--- src/rtl/timer_pkg.sv ---
// Shared definitions for the 8-bit timer/counter: register map, CTRL/STATUS
// bit positions, reset constants and the prescaler terminal-count helper.
package timer_pkg;

    // Register offsets inside the 4-byte window (address bits [1:0]).
    typedef enum logic [1:0] {
        REG_CTRL   = 2'd0,
        REG_COUNT  = 2'd1,
        REG_CMP    = 2'd2,
        REG_STATUS = 2'd3
    } reg_off_e;

    // CTRL bit positions; bit 7 is unimplemented and always reads 0.
    localparam int CTRL_EN     = 0;
    localparam int CTRL_PS_LSB = 1;
    localparam int CTRL_PS_MSB = 3;
    localparam int CTRL_CTC    = 4;
    localparam int CTRL_OVIE   = 5;
    localparam int CTRL_CMIE   = 6;

    // STATUS bit positions; bits [7:2] always read 0.
    localparam int STAT_OVF = 0;
    localparam int STAT_CMF = 1;

    // Reset value of the compare register.
    localparam logic [7:0] CMP_RST = 8'hFF;

    // Width of the prescaler counter: PS=7 needs a 128-cycle period.
    localparam int PRESC_W = 7;

    // Stored CTRL bits, laid out so that the packed value equals CTRL[6:0].
    typedef struct packed {
        logic       cmie;
        logic       ovie;
        logic       ctc;
        logic [2:0] ps;
        logic       en;
    } ctrl_t;

    // Terminal count of the prescaler for a prescale select: (2^ps)-1.
    function automatic logic [PRESC_W-1:0] ps_limit(input logic [2:0] ps);
        logic [PRESC_W:0] full;
        full = (8'd1 << ps) - 8'd1;
        return full[PRESC_W-1:0];
    endfunction

    // Assemble the CTRL read value from the stored fields.
    function automatic logic [7:0] ctrl_rd(input ctrl_t c);
        logic [7:0] v;
        v                          = 8'h00;
        v[CTRL_EN]                 = c.en;
        v[CTRL_PS_MSB:CTRL_PS_LSB] = c.ps;
        v[CTRL_CTC]                = c.ctc;
        v[CTRL_OVIE]               = c.ovie;
        v[CTRL_CMIE]               = c.cmie;
        return v;
    endfunction

    // Assemble the STATUS read value from the two flags.
    function automatic logic [7:0] status_rd(input logic ovf, input logic cmf);
        logic [7:0] v;
        v           = 8'h00;
        v[STAT_OVF] = ovf;
        v[STAT_CMF] = cmf;
        return v;
    endfunction

endpackage

--- src/rtl/timer_prescaler.sv ---
// Prescaler for the timer: a 7-bit counter that runs while enabled and emits
// a one-cycle tick when it reaches (2^ps)-1, reloading to zero afterwards.
module timer_prescaler
    import timer_pkg::*;
(
    input  logic       clk,
    input  logic       rst_n,
    input  logic       en,
    input  logic [2:0] ps,
    input  logic       clr,
    output logic       tick
);

    logic [PRESC_W-1:0] cnt_q;
    logic [PRESC_W-1:0] cnt_d;

    // The tick is decoded from the current count so it lines up with the
    // cycle in which the count sits at its terminal value.
    assign tick = en && (cnt_q == ps_limit(ps));

    // Next count: explicit clear has priority, then reload on tick, then
    // advance only while enabled (a disabled prescaler holds its value).
    always_comb begin
        cnt_d = cnt_q;
        if (clr) begin
            cnt_d = '0;
        end else if (tick) begin
            cnt_d = '0;
        end else if (en) begin
            cnt_d = cnt_q + {{(PRESC_W-1){1'b0}}, 1'b1};
        end
    end

    // Prescaler count register with asynchronous reset.
    always_ff @(posedge clk or negedge rst_n) begin
        if (!rst_n) begin
            cnt_q <= '0;
        end else begin
            cnt_q <= cnt_d;
        end
    end

endmodule

--- src/rtl/timer_counter.sv ---
// Memory-mapped 8-bit timer/counter with prescaler, compare match,
// clear-on-compare, overflow/compare flags and a level interrupt request.
module timer_counter
    import timer_pkg::*;
#(
    // Byte address of register 0; must be 4-byte aligned inside 0x1000-0x10FF.
    parameter logic [15:0] BASE_ADDR = 16'h1040
) (
    input  logic        clk,
    input  logic        rst_n,
    input  logic [15:0] dMemIOAddress,
    input  logic [7:0]  dMemIOIn,
    input  logic        dMemIOWriteEn,
    input  logic        dMemIOReadEn,
    output logic [7:0]  rdata,
    output logic        interrupt,
    input  logic        interrupt_clr
);

    // Architectural state.
    ctrl_t      ctrl_q,  ctrl_d;
    logic [7:0] count_q, count_d;
    logic [7:0] cmp_q,   cmp_d;
    logic       ovf_q,   ovf_d;
    logic       cmf_q,   cmf_d;
    logic [7:0] rdata_q, rdata_d;

    // Bus decode.
    logic       sel;
    reg_off_e   offset;
    logic       wr_ctrl, wr_count, wr_cmp, wr_status;
    logic       rd_en;
    ctrl_t      ctrl_wdata;

    // Counter events.
    logic       tick;
    logic       presc_clr;
    logic       match;
    logic       ovf_set, cmf_set;
    logic [7:0] count_inc;

    // Address window and per-register write strobes.
    always_comb begin
        sel       = (dMemIOAddress[15:2] == BASE_ADDR[15:2]);
        offset    = reg_off_e'(dMemIOAddress[1:0]);
        rd_en     = sel && dMemIOReadEn;
        wr_ctrl   = sel && dMemIOWriteEn && (offset == REG_CTRL);
        wr_count  = sel && dMemIOWriteEn && (offset == REG_COUNT);
        wr_cmp    = sel && dMemIOWriteEn && (offset == REG_CMP);
        wr_status = sel && dMemIOWriteEn && (offset == REG_STATUS);

        // CTRL[7] has no storage, so it simply never reaches the register.
        ctrl_wdata.en   = dMemIOIn[CTRL_EN];
        ctrl_wdata.ps   = dMemIOIn[CTRL_PS_MSB:CTRL_PS_LSB];
        ctrl_wdata.ctc  = dMemIOIn[CTRL_CTC];
        ctrl_wdata.ovie = dMemIOIn[CTRL_OVIE];
        ctrl_wdata.cmie = dMemIOIn[CTRL_CMIE];
    end

    // Restart the prescaler when COUNT is reloaded, when PS changes, or when
    // the timer is being disabled, so the next interval is always a full one.
    always_comb begin
        presc_clr = wr_count
                 || (wr_ctrl && ((ctrl_wdata.ps != ctrl_q.ps) || !ctrl_wdata.en));
    end

    timer_prescaler u_prescaler (
        .clk   (clk),
        .rst_n (rst_n),
        .en    (ctrl_q.en),
        .ps    (ctrl_q.ps),
        .clr   (presc_clr),
        .tick  (tick)
    );

    // Count update on a tick: a compare match with CTC reloads to zero and
    // cannot overflow; otherwise the count increments and the 0xFF->0x00
    // wrap raises OVF. A bus write to COUNT replaces the count update but the
    // flag events of that tick still stand.
    always_comb begin
        match     = (count_q == cmp_q);
        count_inc = count_q + 8'd1;
        count_d   = count_q;
        ovf_set   = 1'b0;
        cmf_set   = 1'b0;
        if (tick) begin
            cmf_set = match;
            if (match && ctrl_q.ctc) begin
                count_d = 8'h00;
            end else begin
                count_d = count_inc;
                ovf_set = (count_q == 8'hFF);
            end
        end
        if (wr_count) begin
            count_d = dMemIOIn;
        end
    end

    // Register writes for CTRL and CMP.
    always_comb begin
        ctrl_d = ctrl_q;
        cmp_d  = cmp_q;
        if (wr_ctrl) begin
            ctrl_d = ctrl_wdata;
        end
        if (wr_cmp) begin
            cmp_d = dMemIOIn;
        end
    end

    // Flag update: clears from a STATUS write-1 or an interrupt acknowledge
    // (only for flags whose interrupt is enabled), then a same-cycle set wins.
    always_comb begin
        ovf_d = ovf_q;
        cmf_d = cmf_q;
        if (wr_status && dMemIOIn[STAT_OVF]) begin
            ovf_d = 1'b0;
        end
        if (wr_status && dMemIOIn[STAT_CMF]) begin
            cmf_d = 1'b0;
        end
        if (interrupt_clr && ctrl_q.ovie) begin
            ovf_d = 1'b0;
        end
        if (interrupt_clr && ctrl_q.cmie) begin
            cmf_d = 1'b0;
        end
        if (ovf_set) begin
            ovf_d = 1'b1;
        end
        if (cmf_set) begin
            cmf_d = 1'b1;
        end
    end

    // Read data mux built from current register values, so a read coinciding
    // with a write returns the pre-write contents; idle cycles return zero
    // so the output can be ORed onto a shared bus.
    always_comb begin
        rdata_d = 8'h00;
        if (rd_en) begin
            unique case (offset)
                REG_CTRL:   rdata_d = ctrl_rd(ctrl_q);
                REG_COUNT:  rdata_d = count_q;
                REG_CMP:    rdata_d = cmp_q;
                REG_STATUS: rdata_d = status_rd(ovf_q, cmf_q);
            endcase
        end
    end

    // All state registers, asynchronously reset to their documented values.
    always_ff @(posedge clk or negedge rst_n) begin
        if (!rst_n) begin
            ctrl_q  <= '0;
            count_q <= 8'h00;
            cmp_q   <= CMP_RST;
            ovf_q   <= 1'b0;
            cmf_q   <= 1'b0;
            rdata_q <= 8'h00;
        end else begin
            ctrl_q  <= ctrl_d;
            count_q <= count_d;
            cmp_q   <= cmp_d;
            ovf_q   <= ovf_d;
            cmf_q   <= cmf_d;
            rdata_q <= rdata_d;
        end
    end

    assign rdata     = rdata_q;
    assign interrupt = (ovf_q && ctrl_q.ovie) || (cmf_q && ctrl_q.cmie);

endmodule
--- config.mk ---
export PLATFORM = sky130hd
export DESIGN_NAME = timer_counter
export DESIGN_NICKNAME = d
export VERILOG_FILES = /design/src/rtl/timer_pkg.sv /design/src/rtl/timer_prescaler.sv /design/src/rtl/timer_counter.sv
export SDC_FILE = /design/constraint.sdc
export NUM_CORES = 1
export LEC_CHECK = 0
export CORE_ASPECT_RATIO = 1.5
export CORE_MARGIN = 4
export CORE_UTILIZATION = 39
export DETAILED_ROUTE_END_ITERATION = 12
export SLEW_MARGIN = 20
export SYNTH_ARGS = -nofsm -noshare
export SYNTH_HDL_FRONTEND = slang
export SYNTH_SLANG_ARGS = --single-unit
--- constraint.sdc ---
create_clock -name clk -period 3.4 [get_ports clk]
set_input_delay 0.68 -clock clk [delete_from_list [all_inputs] [get_ports clk]]
set_output_delay 0.68 -clock clk [all_outputs]
set_load 0.1 [all_outputs]
==> out/summary.txt <==
Die Height -> 105 µm
Multi-input logic area -> 0.00134 mm²
Critical Path, Cell by Cell -> or3_1 > ha_1 > xnor2_1 > a21oi_1 > a31oi_2 > nand4_4 > or4b_1 > a31oi_1
Tot Pwr -> 0.938 mW
# resized after CTS -> 0
Vias per Instance -> 5.55
Dpl cells -> 359
Final clock skew -> 0.00667 ns
Count leader, synth -> nor2_1
Post-CTS Setup Inserts -> 0
Critical Path AT -> 3.14 ns
Final count of negative-setup-slack endpoints -> 0
Worst Path Buf+Inv -> 0
Htree depth -> 2
Synth top cells by count -> nor2_1, dfrtp_1, a21oi_1, nand3_1, mux2_2
Root Driver -> clkbuf_8
Layout cells sized above 1 -> 15.4%
Nets -> 324
Post-DP HPWL -> 4480 µm
Post-CTS Hold Fix Bufs -> 0
Non-Filler Instances -> 367
Critical Path Start Type -> flop
Crit Reg-Reg Startpoint -> ctrl_q[2]
Mapped Area -> 0.00245 mm²
Placed inst area -> 0.00287 mm²
Number of antenna violations at the first check in global routing -> 0
Final Max Tran Viols -> 0
Critical Path End Type -> flop
Yosys top cell by area -> dfrtp_1
DRC viols -> 0
Setup TNS -> 0 ns
Slew margin rel. -> 34.9%
Post-route ant nets -> 0
Final number of hold-violating endpoints -> 0
Cell family with most CP delay -> simple AND/OR/NAND/NOR gates
Starting Density -> 40.0%
Leak -> 1.24 nW
Total GRT Usage -> 16.6%
Tmin final -> 2.93 ns
Tcrit/Tclk final -> 86.2%
Starting DRT DRC Count -> 134
Number of diodes -> 0
#FFs+latches synth -> 40
Core Area -> 0.00613 mm²
Synth warn -> 0
Std cell rows -> 35
Synth top area cells -> dfrtp_1, dfstp_2, nor2_1
Final WL -> 6060 µm
Top-area cell type share of the netlist area -> 32.6%
Design Area, Final -> 0.00297 mm²
Worst Path Max Fanout -> 16
Syn Nets -> 286
Crit path max-delay cell type -> or4b_1
Worst Setup Path Type -> flop to flop
First-pass GRT wire length -> 9870 µm
Max cap viols -> 0
Vias -> 2038
Worst EP required -> 3.61 ns
Pwr dens -> 315 mW/mm²
Fillers -> 613
Sequential Area -> 0.00101 mm²
Hold Startpoint -> cmp_q[0]
Die width -> 72.8 µm
Status -> complete, no violations
CTS tree -> built
Clk pin slew, worst setup/hold paths -> 0.08 ns
Number of distinct library cells after synthesis -> 49
VDD IR max -> 0.246 mV
Async set-reset flop share out of synthesis -> 100%
RSZ-0062 raised after global routing -> false
Clock tree buffer depth -> 2
Worst path max stage delay -> 0.57 ns
Mean Syn Cell Area -> 9.66 µm²
Worst-skew pair later-pin latency -> 0.29 ns
First-pass DRT Iterations -> 5
FMAX -> 341 MHz
Worst-Margin Slew -> 0.974 ns
Post-synthesis cell count -> 254
WL/cell -> 16.5 µm
Primary FF master, synth -> dfrtp_1
Post-synthesis sequential area ratio -> 41.2%
Clk sinks -> 40
Die area -> 0.00765 mm²
GR Overflow Total -> 0
Crit. Startpoint -> ctrl_q[2]
Top-level I/O count -> 38
CTS Buf Count -> 5
Vias in the first global route -> 1975
Hold WC Path Type -> flop to flop
Final GP Congestion -> 0.801
Area Overhead vs Synth -> 21.2%
EDFF count, synth -> 0
Largest net degree at the start of global routing -> 41
Port Buffers -> 37
state kept, by name (all words and copies together), names as in the netlist:
| name | flops |
|---|---|
| cmf_q | 1 |
| cmp_q | 8 |
| count_q | 8 |
| ctrl_q | 7 |
| ovf_q | 1 |
| rdata | 8 |
| u_prescaler.cnt_q | 7 |
metrics by stage:
step | worst slack [ns] | hold WS (ns) | utilization (%)
after global placement | 0.475 | 0.482 | 46.7
after floorplan | 0.807 | 0.384 | -
after global routing | 0.255 | 0.546 | 48.5
final | 0.470 | 0.507 | 48.5
after detailed placement | 0.470 | 0.499 | 46.7
after CTS | 0.466 | 0.510 | 48.5
final timing paths:
path,endpoint,slack [ns],cells past startpoint
min reg2reg,cmp_q[0],0.51,2
max in group asynchronous,count_q[1],2.27,1
min in group asynchronous,ctrl_q[3],0.52,1
max reg2reg,count_q[4],0.47,8
max,count_q[4],0.47,8
min,cmp_q[0],0.51,2
cells by family (layout without fill, tap and decap cells):
logic type               count (synthesis)  count (layout)  synth area share, %
AO/OA/AOI/OAI                           50              50                 13.4
XOR/XNOR                                14              14                 5.00
adder cells (fa/ha/maj)                  3               3                 1.53
buffers and inverters                   18              57                 4.18
flip-flops                              40              40                 41.2
multiplexers                            21              21                 10.2
AND/OR/NAND/NOR                        108             108                 24.5
cells in the final DEF, fill, tap and decap left out, types with 4 or more instances in the layout:
| master | instances |
|---|---|
| nor2_1 | 38 |
| clkdlybuf4s50_1 | 33 |
| dfrtp_1 | 32 |
| a21oi_1 | 17 |
| nand3_1 | 13 |
| mux2_2 | 12 |
| nand2_1 | 11 |
| o21ai_0 | 11 |
| xor2_1 | 10 |
| a31oi_1 | 10 |
| dfstp_2 | 8 |
| buf_4 | 8 |
| mux2i_1 | 7 |
| and3_1 | 7 |
| inv_1 | 7 |
| nand2b_1 | 6 |
| nand3b_1 | 5 |
| clkbuf_8 | 5 |
| nor2b_1 | 4 |
| xnor2_1 | 4 |
| or4b_1 | 4 |
final cells by class:
cell class              instances  area share (%)
clock inverters                 2            1.18
repair buffers                 42            13.3
flip-flops and latches         40            34.0
inverters                       7           0.884
well taps                      74            3.11
multi-input cells             196            45.1
clock buffers                   6            2.44
power breakdown:
part | internal [mW] | switching (mW) | leakage (nW)
registers | 0.476 | 0.000897 | 0.446
logic | 0.0386 | 0.0329 | 0.738
clock network | 0.218 | 0.171 | 0.0552
total | 0.733 | 0.205 | 1.24
tightest hold or removal path: cells and delay by family, from the launching register on:
family	cells	cell delay, ns
AO/OA/AOI/OAI	1	0.07
flip-flops	1	0.38
AND/OR/NAND/NOR	1	0.04
routing by layer:
metal | part of all wire [%] | GRT usage, % | wire length (µm)
met2 | 57 | 29.8 | 3430
met4 | 1.7 | 5.80 | 101
met1 | 39 | 19.4 | 2380
met5 | 0 | 0 | 0
met3 | 2.4 | 2.21 | 143
No activity file was read; power rests on OpenSTA's default activity.
==> RTL edit (config.mk and constraints unchanged) <==
Change the package constant `PRESC_W` from 7 to 14.
--- a/src/rtl/timer_pkg.sv
+++ b/src/rtl/timer_pkg.sv
@@ -28,3 +28,3 @@
     // Width of the prescaler counter: PS=7 needs a 128-cycle period.
-    localparam int PRESC_W = 7;
+    localparam int PRESC_W = 14;
 
Function: same outputs for any inputs over 4 cycles, from zero or initial values and one cycle with rst_n low; that may be too few to reach the edited logic, so the function may still have changed.
==> RTL edit against the original RTL <==
  * Final area grew 18%
  * Clock power grew 27%
  * First-iteration DRC count shrank 25%
  * Sequential cell count grew 7
  * Synthesized area grew 18%
  * Setup slack lost 0.028 ns
  * Via count grew 24%
  * Clock skew grew 0.0015 ns
  * Total power grew 20%
  * Wire length grew 22%
  * Largest power group unchanged
==> RTL edit: results (changes against the original RTL) <==
synthesis:
  ys_async_sr_fraction: 1.00  # unchanged
  seq_area_frac_synth: 0.411  # -0.000933
  syn_nets: 340  # +19%
  ys_top_cells_by_area: "dfrtp_1, dfstp_2, mux2_2"
  yosysUniqueCellTypes: 53  # +8.2%
  yosys-top-cells-count: "dfrtp_1, nand2_1, nand3_1, nor2_1, mux2_2"
critical_path:
  worstPathMaxFanout: 13  # -3
  arrival_ns: 3.15  # about the same
  crit_start: "ctrl_q[3]"
  r2r_cells: 10  # +2
  slowest_stage: "o311ai_0"
  r2r-end: "u_prescaler.cnt_q[5]"
  critPathMaxStageDelay_ns: 0.46  # -0.11 ns
cells_and_area:
  nFillCells: 724  # +18%
  drive_gt1_frac: 0.163  # +0.00927
  fin_nets: 381  # +18%
run_status:
  status: "complete, no violations"
route:
  drtIter0Drc: 101  # -25%
  dr.pass1.iters: 4  # -1
  num_vias: 2521  # +24%
  wirelength_um: 7410  # +22%
power:
  vdd_drop_max_mv: 0.258  # +4.6%
  leakagePower_nw: 1.44  # +16%
  p_sw_w: 0.000234  # +14%
sta:
  maxSlewHeadroom: 0.352  # +0.00283
  timing.final.ws_setup_ns: 0.442  # -0.0280 ns
  clock_skew_ns: 0.00816  # +0.00149 ns
min_path:
  hold_class: "in -> async"
global_route:
  first_global_vias: 2601  # +32%
  antenna_found_initial: 0  # unchanged
  grt_max_degree: 48  # +17%
  grt_util_all_layers: 0.180  # +0.0148
clock_tree:
  clock_latency_ns: 0.31  # +0.02 ns
placed_design:
  place_congestion: 0.894  # +12%
  place.detailed.hpwl_um: 5700  # +27%
-- RTL edit: through the flow --
step	hold WS [ns]	total power [W]	instances	util	instance area, um^2
after floorplan	0.384	0.000585	308	-	2890
after global placement	0.490	0.000640	442	0.467	3380
after detailed placement	0.503	0.000640	442	0.467	3380
after CTS	0.516	0.00114	450	0.486	3510
after global routing	0.417	0.00117	450	0.486	3520
final	0.377	0.00112	450	0.486	3520
-- RTL edit: cell families (layout without fill, tap and decap cells) --
logic type | Yosys count | in the layout | synth area share
buf+inv | 25 | 67 | 0.0399
flops | 47 | 47 | 0.411
mux | 25 | 25 | 0.102
xor+xnor | 15 | 15 | 0.0455
simple gates | 131 | 131 | 0.241
compound gates | 60 | 60 | 0.141
fa+ha+maj | 5 | 5 | 0.0199
-- RTL edit: power by group through the flow --
stage | clock [W] | sequential (W) | combinational, W
CTS | 0.000510 | 0.000560 | 0.0000699
detailed placement | 0 | 0.000570 | 0.0000696
global route | 0.000533 | 0.000560 | 0.0000750
global placement | 0 | 0.000570 | 0.0000692
finish | 0.000495 | 0.000560 | 0.0000685
floorplan | 0 | 0.000570 | 0.0000150
-- RTL edit: area by class of cell --
| type | instances | share of cell area |
|---|---|---|
| Inverter | 11 | 0.0117 |
| Timing Repair Buffer | 48 | 0.126 |
| Clock buffer | 5 | 0.0196 |
| Tap cell | 100 | 0.0356 |
| Sequential cell | 47 | 0.337 |
| Clock inverter | 3 | 0.0192 |
| Multi-Input combinational cell | 236 | 0.451 |
-- RTL edit: per-layer routing --
layer  GRT usage  vias to the layer above  routed length, um
li1            -                     1225                  -
met1       0.199                     1218               2780
met2       0.328                       56               4100
met3      0.0247                       22                223
met4      0.0992                        0                300
met5           0                        -                  0
